<file path="config.mk">
export PLATFORM = sky130hd
export DESIGN_NAME = alu_scheduler
export DESIGN_NICKNAME = d
export VERILOG_FILES = /design/src/rtl/alu_sched_pkg.sv /design/src/rtl/alu_scheduler_alu.sv /design/src/rtl/alu_scheduler.sv
export SDC_FILE = /design/constraint.sdc
export NUM_CORES = 2
export LEC_CHECK = 0
export CORE_AREA = 3 3 342 344
export DETAILED_ROUTE_END_ITERATION = 6
export DIE_AREA = 0 0 345 347
export PLACE_DENSITY = 0.7
export SLEW_MARGIN = 20
export SYNTH_ARGS = -nofsm -noshare
export SYNTH_HDL_FRONTEND = slang
export SYNTH_HIERARCHICAL = 1
export SYNTH_SLANG_ARGS = --single-unit
</file>
<file path="constraint.sdc">
create_clock -name clk -period 163.9 [get_ports clk]
set_clock_uncertainty 0.15 [all_clocks]
set_input_delay 49.17 -clock clk [delete_from_list [all_inputs] [get_ports clk]]
set_output_delay 49.17 -clock clk [all_outputs]
set_load 0.02 [all_outputs]
</file>
<file path="src/rtl/alu_sched_pkg.sv">
// Shared definitions for the two-port ALU scheduler: opcodes, flag bit
// positions, FSM state encoding and the multi-cycle opcode classifier.
package alu_sched_pkg;

  localparam logic [2:0] OP_ADD = 3'd0;
  localparam logic [2:0] OP_SUB = 3'd1;
  localparam logic [2:0] OP_MUL = 3'd2;
  localparam logic [2:0] OP_DIV = 3'd3;
  localparam logic [2:0] OP_AND = 3'd4;
  localparam logic [2:0] OP_OR  = 3'd5;
  localparam logic [2:0] OP_XOR = 3'd6;
  localparam logic [2:0] OP_MOD = 3'd7;

  // Bit positions inside the 4-bit {V,C,Z,S} flag vector.
  localparam int FLAG_V = 3;
  localparam int FLAG_C = 2;
  localparam int FLAG_Z = 1;
  localparam int FLAG_S = 0;

  // Hold counter width; wide enough for the largest legal latency (15).
  localparam int CNT_W = 4;

  typedef enum logic [1:0] {
    ST_IDLE = 2'd0,
    ST_EXEC = 2'd1,
    ST_HOLD = 2'd2
  } sched_state_e;

  // Opcodes that occupy the ALU for the configured multi-cycle latency.
  function automatic logic is_multicycle(input logic [2:0] op);
    return (op == OP_MUL) || (op == OP_DIV) || (op == OP_MOD);
  endfunction

endpackage

</file>
<file path="src/rtl/alu_scheduler_alu.sv">
// Shared combinational ALU. Add/sub report carry (sub: borrow, a < b unsigned)
// and signed overflow; all other ops clear V and C. Division by zero yields
// all ones, modulo by zero yields the dividend.
module alu_scheduler_alu
  import alu_sched_pkg::*;
#(
  parameter int unsigned WIDTH = 32
) (
  input  logic [WIDTH-1:0] a_i,
  input  logic [WIDTH-1:0] b_i,
  input  logic [2:0]       op_i,
  output logic [WIDTH-1:0] result_o,
  output logic [3:0]       flags_o
);

  logic [WIDTH:0] sum;
  logic [WIDTH:0] diff;
  logic           carry;
  logic           ovf;

  // Opcode decode and flag generation.
  always_comb begin
    sum      = {1'b0, a_i} + {1'b0, b_i};
    diff     = {1'b0, a_i} - {1'b0, b_i};
    result_o = '0;
    carry    = 1'b0;
    ovf      = 1'b0;
    case (op_i)
      OP_ADD: begin
        result_o = sum[WIDTH-1:0];
        carry    = sum[WIDTH];
        ovf      = (a_i[WIDTH-1] == b_i[WIDTH-1]) && (sum[WIDTH-1] != a_i[WIDTH-1]);
      end
      OP_SUB: begin
        result_o = diff[WIDTH-1:0];
        carry    = diff[WIDTH];
        ovf      = (a_i[WIDTH-1] != b_i[WIDTH-1]) && (diff[WIDTH-1] != a_i[WIDTH-1]);
      end
      OP_MUL:  result_o = a_i * b_i;
      OP_DIV:  result_o = (b_i == '0) ? '1 : a_i / b_i;
      OP_AND:  result_o = a_i & b_i;
      OP_OR:   result_o = a_i | b_i;
      OP_XOR:  result_o = a_i ^ b_i;
      OP_MOD:  result_o = (b_i == '0) ? a_i : a_i % b_i;
      default: result_o = '0;
    endcase
    flags_o         = '0;
    flags_o[FLAG_V] = ovf;
    flags_o[FLAG_C] = carry;
    flags_o[FLAG_Z] = (result_o == '0);
    flags_o[FLAG_S] = result_o[WIDTH-1];
  end

endmodule

</file>
<file path="src/rtl/alu_scheduler.sv">
// Two-requester round-robin scheduler in front of the shared ALU.
// Handshakes: a request transfers on a rising edge where reqN_valid and
// reqN_ready are both high; a response transfers on a rising edge where
// resp_valid and resp_ready are both high. Requesters hold valid/payload
// stable until ready; response registers stay stable while stalled.
// Optional feature macro: ALU_DIVZERO_TRAP_EN (div/mod by zero reports
// resp_err with a zero result and skips the multi-cycle hold).
// dbg_state exposes the FSM state for observation.
module alu_scheduler
  import alu_sched_pkg::*;
#(
  parameter int unsigned MULDIV_LAT = 4,   // legal 1..15
  parameter int unsigned WIDTH      = 32
) (
  input  logic             clk,
  input  logic             rst,
  input  logic             req0_valid,
  output logic             req0_ready,
  input  logic [WIDTH-1:0] req0_a,
  input  logic [WIDTH-1:0] req0_b,
  input  logic [2:0]       req0_op,
  input  logic             req1_valid,
  output logic             req1_ready,
  input  logic [WIDTH-1:0] req1_a,
  input  logic [WIDTH-1:0] req1_b,
  input  logic [2:0]       req1_op,
  output logic             resp_valid,
  input  logic             resp_ready,
  output logic             resp_id,
  output logic [WIDTH-1:0] resp_result,
  output logic [3:0]       resp_flags,
  output logic             resp_err,
  output logic [1:0]       dbg_state
);

  localparam logic [CNT_W-1:0] LAT_CNT = CNT_W'(MULDIV_LAT - 1);

  sched_state_e     state_q, state_d;
  logic [CNT_W-1:0] cnt_q, cnt_d;
  logic             last_q;
  logic [WIDTH-1:0] a_q, b_q;
  logic [2:0]       op_q;
  logic             id_q;
  logic             resp_id_q;
  logic [WIDTH-1:0] result_q, result_d;
  logic [3:0]       flags_q, flags_d;
  logic             err_q, err_d;

  logic             any_valid;
  logic             win_id;
  logic [WIDTH-1:0] win_a, win_b;
  logic [2:0]       win_op;
  logic [CNT_W-1:0] cnt_start;
  logic             grant;
  logic             capture;
  logic             trap_win;
  logic             trap_exec;
  logic [WIDTH-1:0] alu_result;
  logic [3:0]       alu_flags;

`ifdef ALU_DIVZERO_TRAP_EN
  assign trap_win  = ((win_op == OP_DIV) || (win_op == OP_MOD)) && (win_b == '0);
  assign trap_exec = ((op_q == OP_DIV) || (op_q == OP_MOD)) && (b_q == '0);
`else
  assign trap_win  = 1'b0;
  assign trap_exec = 1'b0;
`endif

  // Round-robin winner: a lone valid wins; on a tie the port that was not
  // granted last wins.
  always_comb begin
    any_valid = req0_valid | req1_valid;
    if (req0_valid && req1_valid) begin
      win_id = ~last_q;
    end else begin
      win_id = req1_valid;
    end
    win_a     = win_id ? req1_a  : req0_a;
    win_b     = win_id ? req1_b  : req0_b;
    win_op    = win_id ? req1_op : req0_op;
    cnt_start = (is_multicycle(win_op) && !trap_win) ? LAT_CNT : '0;
  end

  // Next-state logic; grants happen from IDLE or on the HOLD handshake.
  always_comb begin
    state_d = state_q;
    cnt_d   = cnt_q;
    grant   = 1'b0;
    capture = 1'b0;
    case (state_q)
      ST_IDLE: begin
        if (any_valid) begin
          grant   = 1'b1;
          cnt_d   = cnt_start;
          state_d = ST_EXEC;
        end
      end
      ST_EXEC: begin
        if (cnt_q == '0) begin
          capture = 1'b1;
          state_d = ST_HOLD;
        end else begin
          cnt_d = cnt_q - CNT_W'(1);
        end
      end
      ST_HOLD: begin
        if (resp_ready) begin
          if (any_valid) begin
            grant   = 1'b1;
            cnt_d   = cnt_start;
            state_d = ST_EXEC;
          end else begin
            state_d = ST_IDLE;
          end
        end
      end
      default: state_d = ST_IDLE;
    endcase
  end

  // Response payload: trapped div/mod-by-zero overrides the ALU output.
  always_comb begin
    if (trap_exec) begin
      result_d        = '0;
      flags_d         = '0;
      flags_d[FLAG_Z] = 1'b1;
      err_d           = 1'b1;
    end else begin
      result_d = alu_result;
      flags_d  = alu_flags;
      err_d    = 1'b0;
    end
  end

  // State, operand latch and response registers.
  always_ff @(posedge clk) begin
    if (rst) begin
      state_q   <= ST_IDLE;
      cnt_q     <= '0;
      last_q    <= 1'b1;
      a_q       <= '0;
      b_q       <= '0;
      op_q      <= OP_ADD;
      id_q      <= 1'b0;
      resp_id_q <= 1'b0;
      result_q  <= '0;
      flags_q   <= '0;
      err_q     <= 1'b0;
    end else begin
      state_q <= state_d;
      cnt_q   <= cnt_d;
      if (grant) begin
        a_q    <= win_a;
        b_q    <= win_b;
        op_q   <= win_op;
        id_q   <= win_id;
        last_q <= win_id;
      end
      if (capture) begin
        resp_id_q <= id_q;
        result_q  <= result_d;
        flags_q   <= flags_d;
        err_q     <= err_d;
      end
    end
  end

  alu_scheduler_alu #(
    .WIDTH(WIDTH)
  ) u_alu (
    .a_i     (a_q),
    .b_i     (b_q),
    .op_i    (op_q),
    .result_o(alu_result),
    .flags_o (alu_flags)
  );

  assign req0_ready  = grant & ~win_id;
  assign req1_ready  = grant & win_id;
  assign resp_valid  = (state_q == ST_HOLD);
  assign resp_id     = resp_id_q;
  assign resp_result = result_q;
  assign resp_flags  = flags_q;
  assign resp_err    = err_q;
  assign dbg_state   = state_q;

endmodule

</file>
==> summary.md <==
| Metric | Value |
|---|---|
| Reg clk slew, reported paths | `0.09 ns` |
| I/O Buffers | `between 150 and 200` |
| Total Routing Usage GR | `a little over two fifths` |
| Dpl ws | `around 62 ns` |
| GP Congestion | `between 1 and 1.5` |
| Final setup vio count | `0` |
| Initial antenna violation count | `15` |
| GRT Residual Overflow | `0` |
| Setup repair bufs after CTS | `0` |
| Vias in the first global route | `60500` |
| Latest clock arrival within the worst-skew pair | `around 0.45 ns` |
| Hold buffers post-CTS | `0` |
| Die Area | `roughly 120000 sq um` |
| Post-synth net total | `roughly 9300` |
| HP Class | `flip-flop to flip-flop` |
| Final hold violations | `0` |
| Final Cycle Share | `around three fifths` |
| Via count | `64300` |
| Clk buf depth | `2` |
| Mapped cell area | `roughly 57000 sq um` |
| Outcome | `complete, but fails checks` |
| Root Driver | `clkbuf_16` |
| Critical Path Max Stage Delay | `0.88 ns` |
| Setup tns final | `0 ns` |
| Layout cell share with drive strength beyond 1 | `under 10%` |
| Area of the core | `around 110000 sq um` |
| Critical path's slowest cell | `buf_4` |
| Avg Synthesized Cell Area | `between 7 and 8 sq um` |
| Crit Path Class | `input pin to output port` |
| CP Data Required Time | `114.58 ns` |
| Post-DR wirelength/cell | `27.6 um` |
| Unrepaired setup endpoints after global routing | `false` |
| Antenna viol nets, final | `0` |
| Die H | `between 300 and 400 um` |
| Vias/cell | `around 6.7` |
| Largest net degree at the start of global routing | `81` |
| CP most frequent cell | `clkdlybuf4s50_1` |
| Post-synthesis register bit count | `112` |
| Post-synth ARST share | `0%` |
| Initial Utilization | `between 40 and 50%` |
| Post-Route WL | `~260 mm` |
| First-pass GRT wire length | `approximately 380 mm` |
| Main synth FF type | `dfxtp_1` |
| DP Wirelength | `205 mm` |
| I/O pin total | `about 180` |
| Failing checks | `DRC` |
| DRT Pass-1 Iters | `7` |
| Register area share after synthesis | `under 10%` |
| Cell variety after synth | `around 110` |
| DR DRC count | `3` |
| Final min period | `roughly 100 ns` |
| Crit-path cells | `clkdlybuf4s50_1 > a21boi_4 > buf_4 > nor2_1 > clkdlybuf4s50_1` |
| Design area | `61100 sq um` |
| Std-Cell Rows | `~120` |
| DR iter-0 viols | `about 8400` |
| FILL cells | `11300` |
| Synth Instances | `8009` |
| Setup slack after layout | `around 62 ns` |
| Num CTS Buffers | `9` |
| Area Growth Syn to Fin | `7.30%` |
| Post_cts resized | `0` |
| Utilization after layout | `a little over half` |
| Fmax | `9.85 MHz` |
| H-tree levels | `3` |
| Post-synth EDFFs | `0` |
| Synth warn | `6` |
| Slew Limit Fails | `0` |
| DP Area | `around 61000 sq um` |
| Actual slew at the worst max-slew pin | `1.19 ns` |
| Crit start category | `input pin` |
| Clock sinks | `between 100 and 150` |
| CP Max Fanout | `55` |
| Max cap viols | `0` |
| Slew margin rel. | `around a fifth` |
| CP arrival | `about 52 ns` |
| Die width | `between 300 and 400 um` |
| Net count, final | `around 9300` |
| Crit end category | `output port` |
| CTS tree | `built` |
[critical path, delay by kind of cell]
kind,cells,cell delay (ns)
AO/OA/AOI/OAI,1,0.85
buffers and inverters,3,1.96
AND/OR/NAND/NOR,1,0.17
[final timing paths]
kind	depth (start not counted)	end	start	slack, ns
worst max register to register	279	resp_flags[1]	b_q[16]	73.89
worst min-delay path	2	resp_result[2]	resp_result[2]	0.31
worst max-delay path	5	req0_ready	req1_valid	62.38
worst min register to register	2	resp_result[2]	resp_result[2]	0.31
[area by class of cell]
class	instances	area (sq um)	area share, %
repair buffers	369	3240	5.30
well taps	1512	1890	3.09
multi-input cells	6815	50700	82.9
flip-flops and latches	112	2240	3.67
clock buffers	9	225	0.368
clock inverters	7	98.8	0.162
diodes	21	52.6	0.0860
inverters	715	2680	4.39
[placed cells by master (no fill, tap or decap), types with 50 or more instances in the layout]
cell type           n
nand2b_1           64
xor2_1            183
o211ai_1           57
nand3_1           139
a31oi_1            97
nand4_1            83
nor3_1            191
o31ai_1            50
buf_4             188
a21oi_1           589
clkdlybuf4s50_1   179
or3_1              81
xnor2_1           319
nor2_1            830
a21o_1            181
mux2i_1           106
a211oi_1          153
or2_2              50
ha_1              752
and2_1             50
inv_1             691
o21ai_0           412
o21bai_1           72
o21a_1            113
and3_1             52
fa_1              411
nand2_1          1069
dfxtp_1           111
[per-stage QoR]
step,instances,hold WS (ns)
floorplan,8009,0.282
global placement,9522,0.293
detailed placement,9523,0.296
CTS,9539,0.309
global route,9539,0.326
finish,9560,0.308
[sequential cells by signal (all words and copies together), names as in the netlist]
name,flops
cnt_q,4
resp_result,32
b_q,32
dbg_state,2
a_q,32
id_q,1
resp_flags,4
last_q,1
resp_id,1
op_q,3
[metal layers]
metal | vias to the layer above | wire length [um] | global-route usage (%) | share of wire [%]
met5 | - | 226 | 0.942 | 0.086
met3 | 1127 | 34600 | 12.2 | 13
met1 | 30400 | 101000 | 53.3 | 38
met2 | 4554 | 109000 | 63.0 | 41
met4 | 10 | 19300 | 25.1 | 7.3
li1 | 28200 | - | - | -
[cells by family after synthesis]
kind of cell	synth area share, %
simple gates	22.0
compound gates	25.7
fa+ha+maj	31.0
buf+inv	7.33
xor+xnor	7.72
mux	2.38
flops	3.94
other cells	0.00658
[synth_stat cells, drive strengths merged, types with 26 or more instances]
cell type | n | area (sq um)
nand2 | 1069 | 4010
nor2 | 833 | 3130
ha | 752 | 9410
inv | 707 | 2650
a21oi | 596 | 3000
o21ai | 434 | 2180
fa | 411 | 8230
xnor2 | 319 | 2790
clkbuf | 288 | 1080
nor3 | 198 | 1030
xor2 | 183 | 1600
a21o | 181 | 1360
a211oi | 156 | 1190
nand3 | 139 | 696
o21a | 113 | 848
dfxtp | 112 | 2240
mux2i | 106 | 1060
a31oi | 104 | 672
nand4 | 83 | 519
or3 | 83 | 529
buf | 79 | 412
o21bai | 72 | 541
nand2b | 64 | 400
o211ai | 57 | 428
or2 | 54 | 338
and2 | 53 | 332
and3 | 53 | 332
o31ai | 52 | 395
nor2b | 48 | 300
nor4 | 48 | 313
o221ai | 38 | 333
a221oi | 32 | 287
a211o | 31 | 272
a21boi | 31 | 236
o22ai | 31 | 194
a31o | 27 | 236
mux2 | 26 | 293
Power is not shown: default switching activity piles up to over one toggle a cycle in this logic, so the estimate is an artifact.
